$ cat config.mk
export PLATFORM = sky130hd
export DESIGN_NAME = dm_dump_engine_flat
export DESIGN_NICKNAME = d
export VERILOG_FILES = /design/src/rtl/mips_dbg_pkg.sv /design/src/rtl/dm_dump_engine_if.sv /design/src/rtl/dm_dump_engine.sv /design/src/flat_wrapper.sv
export SDC_FILE = /design/constraint.sdc
export NUM_CORES = 1
export LEC_CHECK = 0
export ABC_AREA = 1
export CAP_MARGIN = 30
export CORE_ASPECT_RATIO = 1.4
export CORE_MARGIN = 1.5
export CORE_UTILIZATION = 30
export CTS_BUF_LIST = sky130_fd_sc_hd__clkbuf_16
export DETAILED_ROUTE_END_ITERATION = 12
export PLACE_DENSITY = 0.6
export SYNTH_ARGS = -nofsm -noshare
export SYNTH_HDL_FRONTEND = slang
export SYNTH_SLANG_ARGS = --single-unit
export TNS_END_PERCENT = 5
$ cat constraint.sdc
create_clock -name clk -period 1.55 [get_ports clk]
set_input_delay 0.3875 -clock clk [delete_from_list [all_inputs] [get_ports clk]]
set_output_delay 0.3875 -clock clk [all_outputs]
set_load 0.01 [all_outputs]
$ cat src/rtl/mips_dbg_pkg.sv
// mips_dbg_pkg: shared debug types and defaults for the MIPS32 end-of-program dump engine
package mips_dbg_pkg;

    typedef enum logic [2:0] {
        DS_IDLE  = 3'd0,
        DS_DRAIN = 3'd1,
        DS_RD    = 3'd2,
        DS_LOAD  = 3'd3,
        DS_SEND  = 3'd4,
        DS_DONE  = 3'd5
    } dump_state_e;

    localparam logic [31:0] DEF_END_PC     = 32'h80;
    localparam int          DEF_BASE_WORD  = 32;
    localparam int          DEF_WORD_COUNT = 96;
    localparam int          EOL_LEN        = 16;

endpackage

$ cat src/rtl/dm_dump_engine_if.sv
// dm_dump_engine_if: data-memory read port plus valid/ready word stream of the dump engine
interface dm_dump_engine_if #(
    parameter int ADDR_W = 8
) ();

    logic              dm_rd_en;
    logic [ADDR_W-1:0] dm_addr;
    logic [31:0]       dm_rdata;
    logic              out_valid;
    logic              out_ready;
    logic [31:0]       out_data;
    logic              out_last;
    logic              out_eol;

    modport master (
        output dm_rd_en, dm_addr, out_valid, out_data, out_last, out_eol,
        input  dm_rdata, out_ready
    );

    modport slave (
        input  dm_rd_en, dm_addr, out_valid, out_data, out_last, out_eol,
        output dm_rdata, out_ready
    );

endinterface

$ cat src/rtl/dm_dump_engine.sv
// dm_dump_engine: stalls the core at END_PC, drains, then streams a window of data memory
// Optional DM_DUMP_EOL_EN: flags every 16th streamed word with out_eol.
module dm_dump_engine
    import mips_dbg_pkg::*;
#(
    parameter logic [31:0] END_PC       = DEF_END_PC,
    parameter int          BASE_WORD    = DEF_BASE_WORD,
    parameter int          WORD_COUNT   = DEF_WORD_COUNT,
    parameter int          ADDR_W       = 8,
    parameter int          DRAIN_CYCLES = 4
) (
    input  logic             clk,
    input  logic             rst_n,
    input  logic [31:0]      pc_i,
    output logic             stall_o,
    output logic             done_o,
    dm_dump_engine_if.master bus
);

    localparam int IDX_W = $clog2(WORD_COUNT + 1);
    localparam int CNT_W = DRAIN_CYCLES > 0 ? $clog2(DRAIN_CYCLES + 1) : 1;

    localparam logic [2:0] S_IDLE  = DS_IDLE;
    localparam logic [2:0] S_DRAIN = DS_DRAIN;
    localparam logic [2:0] S_RD    = DS_RD;
    localparam logic [2:0] S_LOAD  = DS_LOAD;
    localparam logic [2:0] S_SEND  = DS_SEND;
    localparam logic [2:0] S_DONE  = DS_DONE;

    logic [2:0]       state;
    logic [IDX_W-1:0] idx;
    logic [CNT_W-1:0] cnt;
    logic             last_w;

    assign last_w      = idx == IDX_W'(WORD_COUNT - 1);
    assign stall_o     = state != S_IDLE;
    assign done_o      = state == S_DONE;
    assign bus.dm_rd_en = state == S_RD;
    assign bus.dm_addr  = bus.dm_rd_en ? ADDR_W'(32'(BASE_WORD) + 32'(idx)) : '0;

    // Dump sequencer: trigger, drain, then one RD/LOAD/SEND round per word
    always_ff @(posedge clk or negedge rst_n) begin
        if (!rst_n) begin
            state         <= S_IDLE;
            idx           <= '0;
            cnt           <= '0;
            bus.out_valid <= 1'b0;
            bus.out_data  <= '0;
            bus.out_last  <= 1'b0;
        end else begin
            case (state)
                S_IDLE: if (pc_i == END_PC) begin
                    state <= DRAIN_CYCLES == 0 ? S_RD : S_DRAIN;
                    idx   <= '0;
                    cnt   <= '0;
                end
                S_DRAIN: begin
                    cnt <= cnt + 1'b1;
                    if (32'(cnt) + 32'd1 == 32'(DRAIN_CYCLES)) state <= S_RD;
                end
                S_RD: state <= S_LOAD;
                S_LOAD: begin
                    bus.out_data  <= bus.dm_rdata;
                    bus.out_valid <= 1'b1;
                    bus.out_last  <= last_w;
                    state         <= S_SEND;
                end
                S_SEND: if (bus.out_ready) begin
                    bus.out_valid <= 1'b0;
                    bus.out_last  <= 1'b0;
                    if (bus.out_last) state <= S_DONE;
                    else begin
                        idx   <= idx + 1'b1;
                        state <= S_RD;
                    end
                end
                default: ;
            endcase
        end
    end

`ifdef DM_DUMP_EOL_EN
    // End-of-line flag travels with the word it marks and clears on its handshake
    always_ff @(posedge clk or negedge rst_n) begin
        if (!rst_n) bus.out_eol <= 1'b0;
        else if (state == S_LOAD) bus.out_eol <= 32'(idx) % 32'(EOL_LEN) == 32'(EOL_LEN - 1);
        else if (state == S_SEND && bus.out_ready) bus.out_eol <= 1'b0;
    end
`else
    assign bus.out_eol = 1'b0;
`endif

endmodule
$ cat src/flat_wrapper.sv
// flat-port wrapper written by rule: the top's interface ports become plain ports
module dm_dump_engine_flat import mips_dbg_pkg::*;
#(
    parameter logic [31:0] END_PC       = DEF_END_PC,
    parameter int          BASE_WORD    = DEF_BASE_WORD,
    parameter int          WORD_COUNT   = DEF_WORD_COUNT,
    parameter int          ADDR_W       = 8,
    parameter int          DRAIN_CYCLES = 4
)
  (clk, rst_n, pc_i, stall_o, done_o, bus_dm_rd_en, bus_dm_addr, bus_out_valid, bus_out_data, bus_out_last, bus_out_eol, bus_dm_rdata, bus_out_ready);
  dm_dump_engine_if #(.ADDR_W(ADDR_W)) bus_i ();
  input  logic clk;
  input  logic rst_n;
  input  logic [31:0] pc_i;
  output logic stall_o;
  output logic done_o;
  output wire logic [$bits(bus_i.dm_rd_en)-1:0] bus_dm_rd_en;
  output wire logic [$bits(bus_i.dm_addr)-1:0] bus_dm_addr;
  output wire logic [$bits(bus_i.out_valid)-1:0] bus_out_valid;
  output wire logic [$bits(bus_i.out_data)-1:0] bus_out_data;
  output wire logic [$bits(bus_i.out_last)-1:0] bus_out_last;
  output wire logic [$bits(bus_i.out_eol)-1:0] bus_out_eol;
  input wire logic [$bits(bus_i.dm_rdata)-1:0] bus_dm_rdata;
  input wire logic [$bits(bus_i.out_ready)-1:0] bus_out_ready;
  assign bus_dm_rd_en = bus_i.dm_rd_en;
  assign bus_dm_addr = bus_i.dm_addr;
  assign bus_out_valid = bus_i.out_valid;
  assign bus_out_data = bus_i.out_data;
  assign bus_out_last = bus_i.out_last;
  assign bus_out_eol = bus_i.out_eol;
  assign bus_i.dm_rdata = bus_dm_rdata;
  assign bus_i.out_ready = bus_out_ready;
  dm_dump_engine #(.END_PC(END_PC), .BASE_WORD(BASE_WORD), .WORD_COUNT(WORD_COUNT), .ADDR_W(ADDR_W), .DRAIN_CYCLES(DRAIN_CYCLES)) u_core (.clk(clk), .rst_n(rst_n), .pc_i(pc_i), .stall_o(stall_o), .done_o(done_o), .bus(bus_i));
endmodule
After elaboration in Yosys (flattened, before gate mapping)

Index checks and enable logic that the tools add are counted.

Flip-flop bits (word level): 47
Bits of input ports: 67

Add/subtract/negate cells: 4
Equal/unequal tests: 12
Multiplexer cells: 15
Reductions and logical operators: 10

Operators with widths:

| kind                  | number |
|---|---|
| $eq A32 B3 Y1 const B | 1 |
| $eq A32 B8 Y1 const B | 1 |
| $mux W7               | 3 |
| $mux W3               | 5 |
| $pmux W3 S5           | 1 |
| $pmux W7 S2           | 1 |
| $add A6 B7 Y8 const A | 1 |
| $mux W8               | 1 |
| $reduce_and A4 Y1     | 2 |
| $add A7 B1 Y7 const B | 1 |
| $eq A7 B7 Y1 const B  | 1 |
| $eq A3 B2 Y1 const B  | 2 |
| $eq A3 B3 Y1 const B  | 2 |
| $pmux W3 S2           | 1 |
| $reduce_bool A2 Y1    | 3 |
| $reduce_bool A5 Y1    | 1 |
| $add A3 B1 Y4 const B | 1 |
| $ne A2 B1 Y1 const B  | 2 |
| $ne A2 B2 Y1 const B  | 2 |
| $pmux W1 S2           | 2 |
| $reduce_and A2 Y1     | 2 |
| $add A3 B1 Y3 const B | 1 |
| $eq A3 B1 Y1 const B  | 1 |
| $logic_not A3 Y1      | 1 |
| other kinds (2)       | 2 |

Logic depth before layout (Yosys ltp)

Gate-level depths: netlist of the first run.

Word-level depth: 4
Depth in mapped cells: 10

Worst setup path before layout of the first run

No wires, ideal clock.

Path kind: register to output
Start point: register u_core.state[2]
End point: output port bus_dm_addr[0]
Arrival: 1011 ps
Setup slack: 151 ps
Cell stages (with the launch flop): 5
Cell sequence: dfrtp_1 inv_2 nand3_1 clkbuf_1 nor2_1

Cells in the longest elaborated chain, start to end: 2

RTL lines:

| element                | line                 | text |
|---|---|---|
| from (decl)            | dm_dump_engine.sv:30 | `logic [2:0] state;` |
| from (signal assigned) | dm_dump_engine.sv:53 | `state <= DRAIN_CYCLES == 0 ? S_RD : S_DRAIN;` |
| $eq A3 B2 Y1           | dm_dump_engine.sv:38 | `assign bus.dm_rd_en = state == S_RD;` |
| $mux W8                | dm_dump_engine.sv:39 | `assign bus.dm_addr = bus.dm_rd_en ? ADDR_W'(32'(BASE_WORD) + 32'(idx)) : '0;` |
| to (decl)              | flat_wrapper.sv:18   | `output wire logic [$bits(bus_i.dm_addr)-1:0] bus_dm_addr;` |

Every way passes these cells.

Worst setup path after layout of the first run

Start point: register u_core.state[0]
End point: output port bus_dm_addr[7]

The elaborated chain is that of the path after synthesis.

==> flow_metrics.py, run 1 <==
metrics = {
    "timing": {
        "skew_ns": 0.003777,
        "slew_viol_final": 0,
        "fmax_mhz": 624.0,
        "hold_slack_ns": 0.08227,
        "setup_slack_ns": -0.05251,
        "min_period_ns": 1.603,
        "finalCritPeriodShare_pct": 103.4,
        "setup-violations-final": 10,
        "hold_viol_final": 0,
        "rsz0062_at_grt": "yes",
    },
    "route": {
        "routed-via-count": 2493,
        "detail_route.vias_per_cell": 4.313,
        "first_iter_violations": 184,
        "wirelength_mm": 6.597,
        "drtAntennaViolNets": 0,
        "drt-pass1-iter-count": 4,
        "wl_per_cell_um": 11.41,
        "drc": 0,
    },
    "cells_and_area": {
        "drive_above_1_share_pct": 17.15,
        "fillers": 794,
        "ff_latch_area_um2": 1177,
        "finalNonFillerCells": 578,
        "n_antenna_cell": 0,
        "multi_input_area_um2": 1080,
        "syn_to_final_growth_pct": 65.91,
        "nets": 548,
    },
    "clock_tree": {
        "clk_pin_slew_ns": 0.06,
        "cts_tree": "yes",
        "cts_root_buffer": "clkbuf_16",
        "clock_sinks": 47,
        "cts_hold_buffers": 0,
        "clockBufferDepth": 2,
        "h-tree-depth": 2,
        "cts_buffers": 5,
        "clk_latency_ns": 0.28,
    },
    "place": {
        "dp_cells": 565,
        "io_buffers": 111,
        "gp_congestion": 0.8947,
        "dp_hpwl_mm": 4.998,
    },
    "setup_path": {
        "r2r_cells": 9,
        "worstReg2RegStart": "u_core.state[0]$_DFFE_PN0P_",
        "crit_path_end": "bus_dm_addr[7]",
        "cp-startpoint": "u_core.state[0]$_DFFE_PN0P_",
        "crit_fanout": 5,
        "rrSetupSlack_ns": 0.08,
        "arrival_ns": 1.22,
        "crit_type": "reg2out",
        "cp-end-kind": "primary output",
        "worstPathRequired_ns": 1.16,
        "crit_path_start_kind": "flop",
        "reg2reg_to": "u_core.state[1]$_DFFE_PN0P_",
    },
    "global_route": {
        "grt_pass1_wl_mm": 11.01,
        "antenna_found_initial": 0,
        "grt_max_degree": 28,
        "grt_overflow_total": 0,
        "first_global_vias": 2422,
        "grtUsageTotal_pct": 16.06,
    },
    "yosys": {
        "ys_types": 29,
        "synth_nets": 405,
        "yosysSeqAreaShare_pct": 48.55,
        "synth-seq-cells": 47,
        "synth_edf_count": 0,
        "synthCells": 334,
        "async_flop_share_pct": 100.0,
        "synth_area_um2": 2422,
        "synthFlopType": "dfrtp_1",
        "synth_area_per_cell_um2": 7.252,
        "ys_warn_count": 0,
    },
    "power_and_ir_drop": {
        "p_clk_share_pct": 45.8,
        "max-vdd-ir-drop_uv": 408.8,
        "pwr-share-seq_pct": 46.0,
        "pwr-share-comb_pct": 8.2,
        "internal_power_uw": 2143,
        "p_leak_uw": 0.001895,
        "p_sw_uw": 521.2,
        "power.density_nw_per_um2": 663.0,
        "switching_share_pct": 19.56,
    },
    "floorplanning": {
        "dieArea_um2": 8630,
        "num_rows": 38,
        "die_h_um": 109.3,
        "die_x_um": 78.95,
        "pin_count": 113,
        "start_util_pct": 31.07,
        "core_area_um2": 7797,
    },
    "outcome": {
        "violations": "setup timing",
        "status": "finished with violations",
    },
    "job": {
        "drv_cap": 0,
    },
    "worst_hold_path": {
        "hold_path.class": "in2async",
    },
}
cell usage after synthesis (2+ instances only):
master,count,area (um^2)
inv_2,4,15.01
nand3_1,14,70.07
nor2_1,30,112.6
a21oi_1,3,15.01
buf_6,2,22.52
dfrtp_1,47,1176
nand3_2,2,20.02
o21ai_0,2,10.01
buf_1,3,11.26
nand4_1,11,68.82
buf_2,4,20.02
ha_1,4,50.05
nand2_1,154,578.1
inv_1,39,146.4
power by group through the flow:
| stage | clock network, uW | logic (uW) | registers [uW] |
|---|---|---|---|
| final | 1220 | 218 | 1230 |
| after floorplan | 0 | 26.9 | 1250 |
| after global routing | 1310 | 243 | 1230 |
| after global placement | 0 | 219 | 1250 |
| after detailed placement | 0 | 222 | 1250 |
| after CTS | 1260 | 223 | 1230 |
state kept, by name (all words and copies together) (netlist names):
register,flops
u_core.bus.out_valid,1
u_core.bus.out_data,32
u_core.idx,7
u_core.state,3
u_core.cnt,3
u_core.bus.out_last,1
worst min path at each step:
stage / cells past startpoint / slack [ns] / to
after floorplan: 0 / 0.09 / u_core.bus.out_data[0]$_DFFE_PN0N_
after global placement: 2 / 0.39 / u_core.bus.out_data[20]$_DFFE_PN0N_
after detailed placement: 2 / 0.40 / u_core.bus.out_data[20]$_DFFE_PN0N_
after CTS: 2 / 0.09 / u_core.cnt[1]$_DFFE_PN0P_
after global routing: 2 / 0.11 / u_core.cnt[1]$_DFFE_PN0P_
final: 2 / 0.08 / u_core.bus.out_data[20]$_DFFE_PN0N_
through the flow:
stage          cell area, um^2  utilization [%]  worst slack, ns  power (uW)  setup TNS [ns]
6_report                  4019            51.54         -0.05251        2664         -0.3692
5_1_grt                   4019            51.54          -0.1224        2779          -1.657
4_1_cts                   3963            50.82         -0.06820        2708         -0.5968
3_5_place_dp              3821            49.01          -0.3581        1471          -5.814
3_3_place_gp              3821            49.01          -0.3289        1469          -5.521
2_1_floorplan             2422                -           0.1510        1277               0
cell families after synthesis:
group / count (synthesis) / share of synthesized area (%)
simple gates: 217 / 36.88
buf+inv: 54 / 9.349
flops: 47 / 48.55
compound gates: 9 / 2.273
fa+ha+maj: 4 / 2.066
xor+xnor: 2 / 0.7233
other cells: 1 / 0.1548
per-layer routing:
layer | GRT usage (%) | routed length (um)
met1 | 18.79 | 2692
met3 | 3.071 | 459
met5 | 0 | 0
met2 | 29.80 | 3385
met4 | 4.386 | 59
critical path, cell delays in order, from the launching register on:
cell     delay (ns)
dfrtp_1        0.40
inv_2          0.09
nand3_4        0.09
buf_6          0.14
nor2_1         0.07
buf_2          0.14
cells in the final DEF, fill, tap and decap left out, types with 10 or more instances in the layout:
cell	synthesis	layout
nand4_1	11	11
nand2_1	154	151
inv_1	39	37
buf_2	4	10
clkdlybuf4s50_1	0	65
nand3_1	14	12
dlygate4sd2_1	0	34
dfrtp_1	47	46
buf_4	1	32
nor2_1	30	23
layout make-up:
| class | instances | share of cell area [%] |
|---|---|---|
| clock inverters | 3 | 1.090 |
| repair buffers | 147 | 32.50 |
| clock buffers | 5 | 3.113 |
| well taps | 100 | 3.113 |
| inverters | 43 | 4.016 |
| flip-flops and latches | 47 | 29.30 |
| multi-input cells | 233 | 26.87 |
timing repair:
| item | 4_1_cts | 5_1_grt |
|---|---|---|
| resized for setup | 88 | 16 |
| pin swaps | 0 | 2 |
| gates cloned | 1 | 0 |
| buffers inserted | 4 | 0 |
| setup endpoints to repair | 55 | 25 |
No activity file was read; power rests on OpenSTA's default activity.
==> inputs of run 2 (changes only) <==
ABC_AREA = 0   (was 1)
CORE_MARGIN = 4   (was 1.5)
SKIP_LAST_GASP = 1   (was unset)
==> flow_metrics.py, run 2 <==
metrics = {
    "outcome": {
        "status": "finished with violations",
        "violations": "setup timing",
    },
    "yosys": {
        "synth-simple-area-share_pct": 18.70,
        "synth_area_um2": 2328,
        "synthMostInstantiatedCell": "dfrtp_1",
        "ys_types": 45,
        "synth_edf_count": 0,
        "synthFlopType": "dfrtp_1",
        "yosys.area.top_type": "dfrtp_1",
        "ys_warn_count": 0,
        "muxShareOfSynthArea_pct": 15.91,
        "yosysTopAreaCellShare_pct": 50.51,
        "synth-xor-area-share_pct": 1.881,
        "synth-seq-cells": 47,
        "synth_area_leaders": "dfrtp_1 51%, mux2_2 15%, nor4_1 2.4%",
        "async_flop_share_pct": 100.0,
        "synth_nets": 266,
        "synthTopCellsByCount": "47 x dfrtp_1, 32 x mux2_2, 12 x nor2_1, 9 x nor4_1, 8 x and2_1",
        "synth_compound_area_share_pct": 7.039,
        "synth_top_family_by_area": "simple AND/OR/NAND/NOR gates",
        "synth-adder-area-share_pct": 2.149,
        "synthCells": 195,
        "synth_area_per_cell_um2": 11.94,
        "yosysSeqAreaShare_pct": 50.51,
    },
    "floorplanning": {
        "dieArea_um2": 9255,
        "core_area_um2": 7453,
        "pin_count": 113,
        "die_h_um": 112.2,
        "start_util_pct": 31.24,
        "num_rows": 37,
        "die_x_um": 82.46,
    },
    "route": {
        "first_iter_violations": 40,
        "drtAntennaViolNets": 0,
        "routed-via-count": 2015,
        "drc": 0,
        "wirelength_mm": 6.264,
        "drt-pass1-iter-count": 4,
        "detail_route.vias_per_cell": 4.664,
        "wl_per_cell_um": 14.50,
    },
    "cells_and_area": {
        "final_common_cell": "clkdlybuf4s50_1",
        "largest_register_ffs": 32,
        "syn_to_final_growth_pct": 68.46,
        "reg_top3": "u_core.bus.out_data: 32 flops, u_core.idx: 7 flops",
        "regMostFlops": "u_core.bus.out_data",
        "ff_latch_area_um2": 1177,
        "layout_common_cells": "99 x clkdlybuf4s50_1, 46 x dfrtp_1, 32 x mux2_2, 26 x buf_4, 12 x nor2_1",
        "n_antenna_cell": 0,
        "fillers": 678,
        "nets": 405,
        "drive_above_1_share_pct": 28.06,
        "post-route-util_pct": 52.63,
        "multi_input_area_um2": 1089,
    },
    "clock_tree": {
        "cts_root_buffer": "clkbuf_16",
        "cts_tree": "yes",
        "clk_latency_ns": 0.29,
        "cts_buffers": 5,
        "clockBufferDepth": 2,
        "cts_hold_buffers": 0,
        "clock_sinks": 47,
        "clk_pin_slew_ns": 0.07,
        "h-tree-depth": 2,
    },
    "setup_path": {
        "crit_fanout": 2,
        "arrival_ns": 1.43,
        "crit_path_start_kind": "flop",
        "crit_type": "reg2out",
        "worstPathRequired_ns": 1.16,
        "worstReg2RegStart": "u_core.state[1]$_DFFE_PN0P_",
        "cp-startpoint": "u_core.state[1]$_DFFE_PN0P_",
        "cp-end-kind": "primary output",
    },
    "global_route": {
        "grtUsageTotal_pct": 14.13,
        "grt_max_degree": 48,
        "grt_overflow_total": 0,
        "antenna_found_initial": 0,
        "grt_pass1_wl_mm": 10.35,
        "first_global_vias": 2233,
    },
    "timing": {
        "setup-violations-final": 80,
        "min_period_ns": 1.814,
        "skew_ns": 0.005513,
        "finalCritPeriodShare_pct": 117.0,
        "hold_viol_final": 0,
        "hold_slack_ns": 0.07586,
        "rsz0062_at_grt": "yes",
        "slew_viol_final": 0,
        "final.setup.tns_ns": -3.860,
        "fmax_mhz": 551.4,
        "setup_slack_ns": -0.2635,
    },
    "power_and_ir_drop": {
        "p_leak_uw": 0.001620,
        "max-vdd-ir-drop_uv": 742.1,
        "power.density_nw_per_um2": 733.4,
    },
    "place": {
        "dp_hpwl_mm": 4.786,
        "io_buffers": 111,
        "place_ws_ns": -0.3472,
        "gp_congestion": 0.7595,
    },
    "job": {
        "drv_cap": 0,
    },
    "worst_hold_path": {
        "hold_path.class": "in2async",
    },
}
## run 2: cell count changes in the layout (fill, tap and decap cells not counted), sizes merged, moves of 5 or more
cell,delta
nor3,+5
nand3,-13
mux2,+32
and2,+7
clkdlybuf4s50,+34
nand4,-8
nand2b,+5
nor2,-18
nand2,-150
dlygate4sd2,-32
buf,-9
inv,-38
nor4,+8
## run 2: layer usage
| layer | track usage (%) | up-vias | part of all wire, % |
|---|---|---|---|
| li1 | - | 981 | - |
| met1 | 16.53 | 961 | 37 |
| met2 | 23.88 | 68 | 53 |
| met3 | 5.217 | 5 | 8.4 |
| met4 | 3.659 | 0 | 0.99 |
| met5 | 0 | - | 0 |
## run 2: cell type report
type / instances / area share [%]
multi-input combinational: 134 / 27.75
tap: 97 / 3.094
clock buffer: 5 / 3.190
inverter: 4 / 0.3828
sequential: 47 / 30.02
timing repair buffer: 142 / 34.48
clock inverter: 3 / 1.085
## run 2: report_power, final
| group | leakage [uW] | internal (uW) | total [uW] | switching (uW) |
|---|---|---|---|---|
| Sequential | 0.000534 | 1270 | 1290 | 19.7 |
| Clock | 0.0000818 | 761 | 1230 | 467 |
| Combinational | 0.00100 | 255 | 360 | 105 |
## run 2: cells by family (layout without fill, tap and decap cells)
| kind of cell | count (synthesis) | count (layout) |
|---|---|---|
| simple gates | 66 | 66 |
| flops | 47 | 47 |
| mux | 33 | 33 |
| compound gates | 25 | 25 |
| buf+inv | 14 | 154 |
| xor+xnor | 5 | 5 |
| fa+ha+maj | 4 | 4 |
| other cells | 1 | 1 |
## run 2: metrics by stage
stage                     cell area [um^2]  total power [uW]  std cells
after floorplan                       2333              1380        195
after global routing                  3923              3007        432
after CTS                             3920              2931        432
after global placement                3726              1673        421
final                                 3923              2877        432
after detailed placement              3726              1678        421
## run 2: critical path, stage by stage (launching register included)
cell and delay [ns]:
dfrtp_1 0.40, buf_6 0.13, buf_6 0.10, or2_4 0.23, nor2_4 0.11, inv_2 0.05
buf_6 0.12
## run 2: what timing repair did
action | in CTS | in global routing
pin swaps | 2 | 5
endpoints found under the setup margin | 85 | 88
resized for setup | 31 | 21
setup buffers | 3 | 0
## run 2: final timing paths
path	end	slack, ns	cells after the start
setup / recovery	stall_o	-0.26	6
hold / removal	u_core.bus.out_data[1]$_DFFE_PN0N_	0.08	2
setup reg to reg	u_core.idx[6]$_DFFE_PN0P_	-0.12	7
hold reg to reg	u_core.bus.out_data[4]$_DFFE_PN0N_	0.51	1
max in group asynchronous	u_core.idx[5]$_DFFE_PN0P_	1.24	2
min in group clk	u_core.bus.out_data[4]$_DFFE_PN0N_	0.51	1
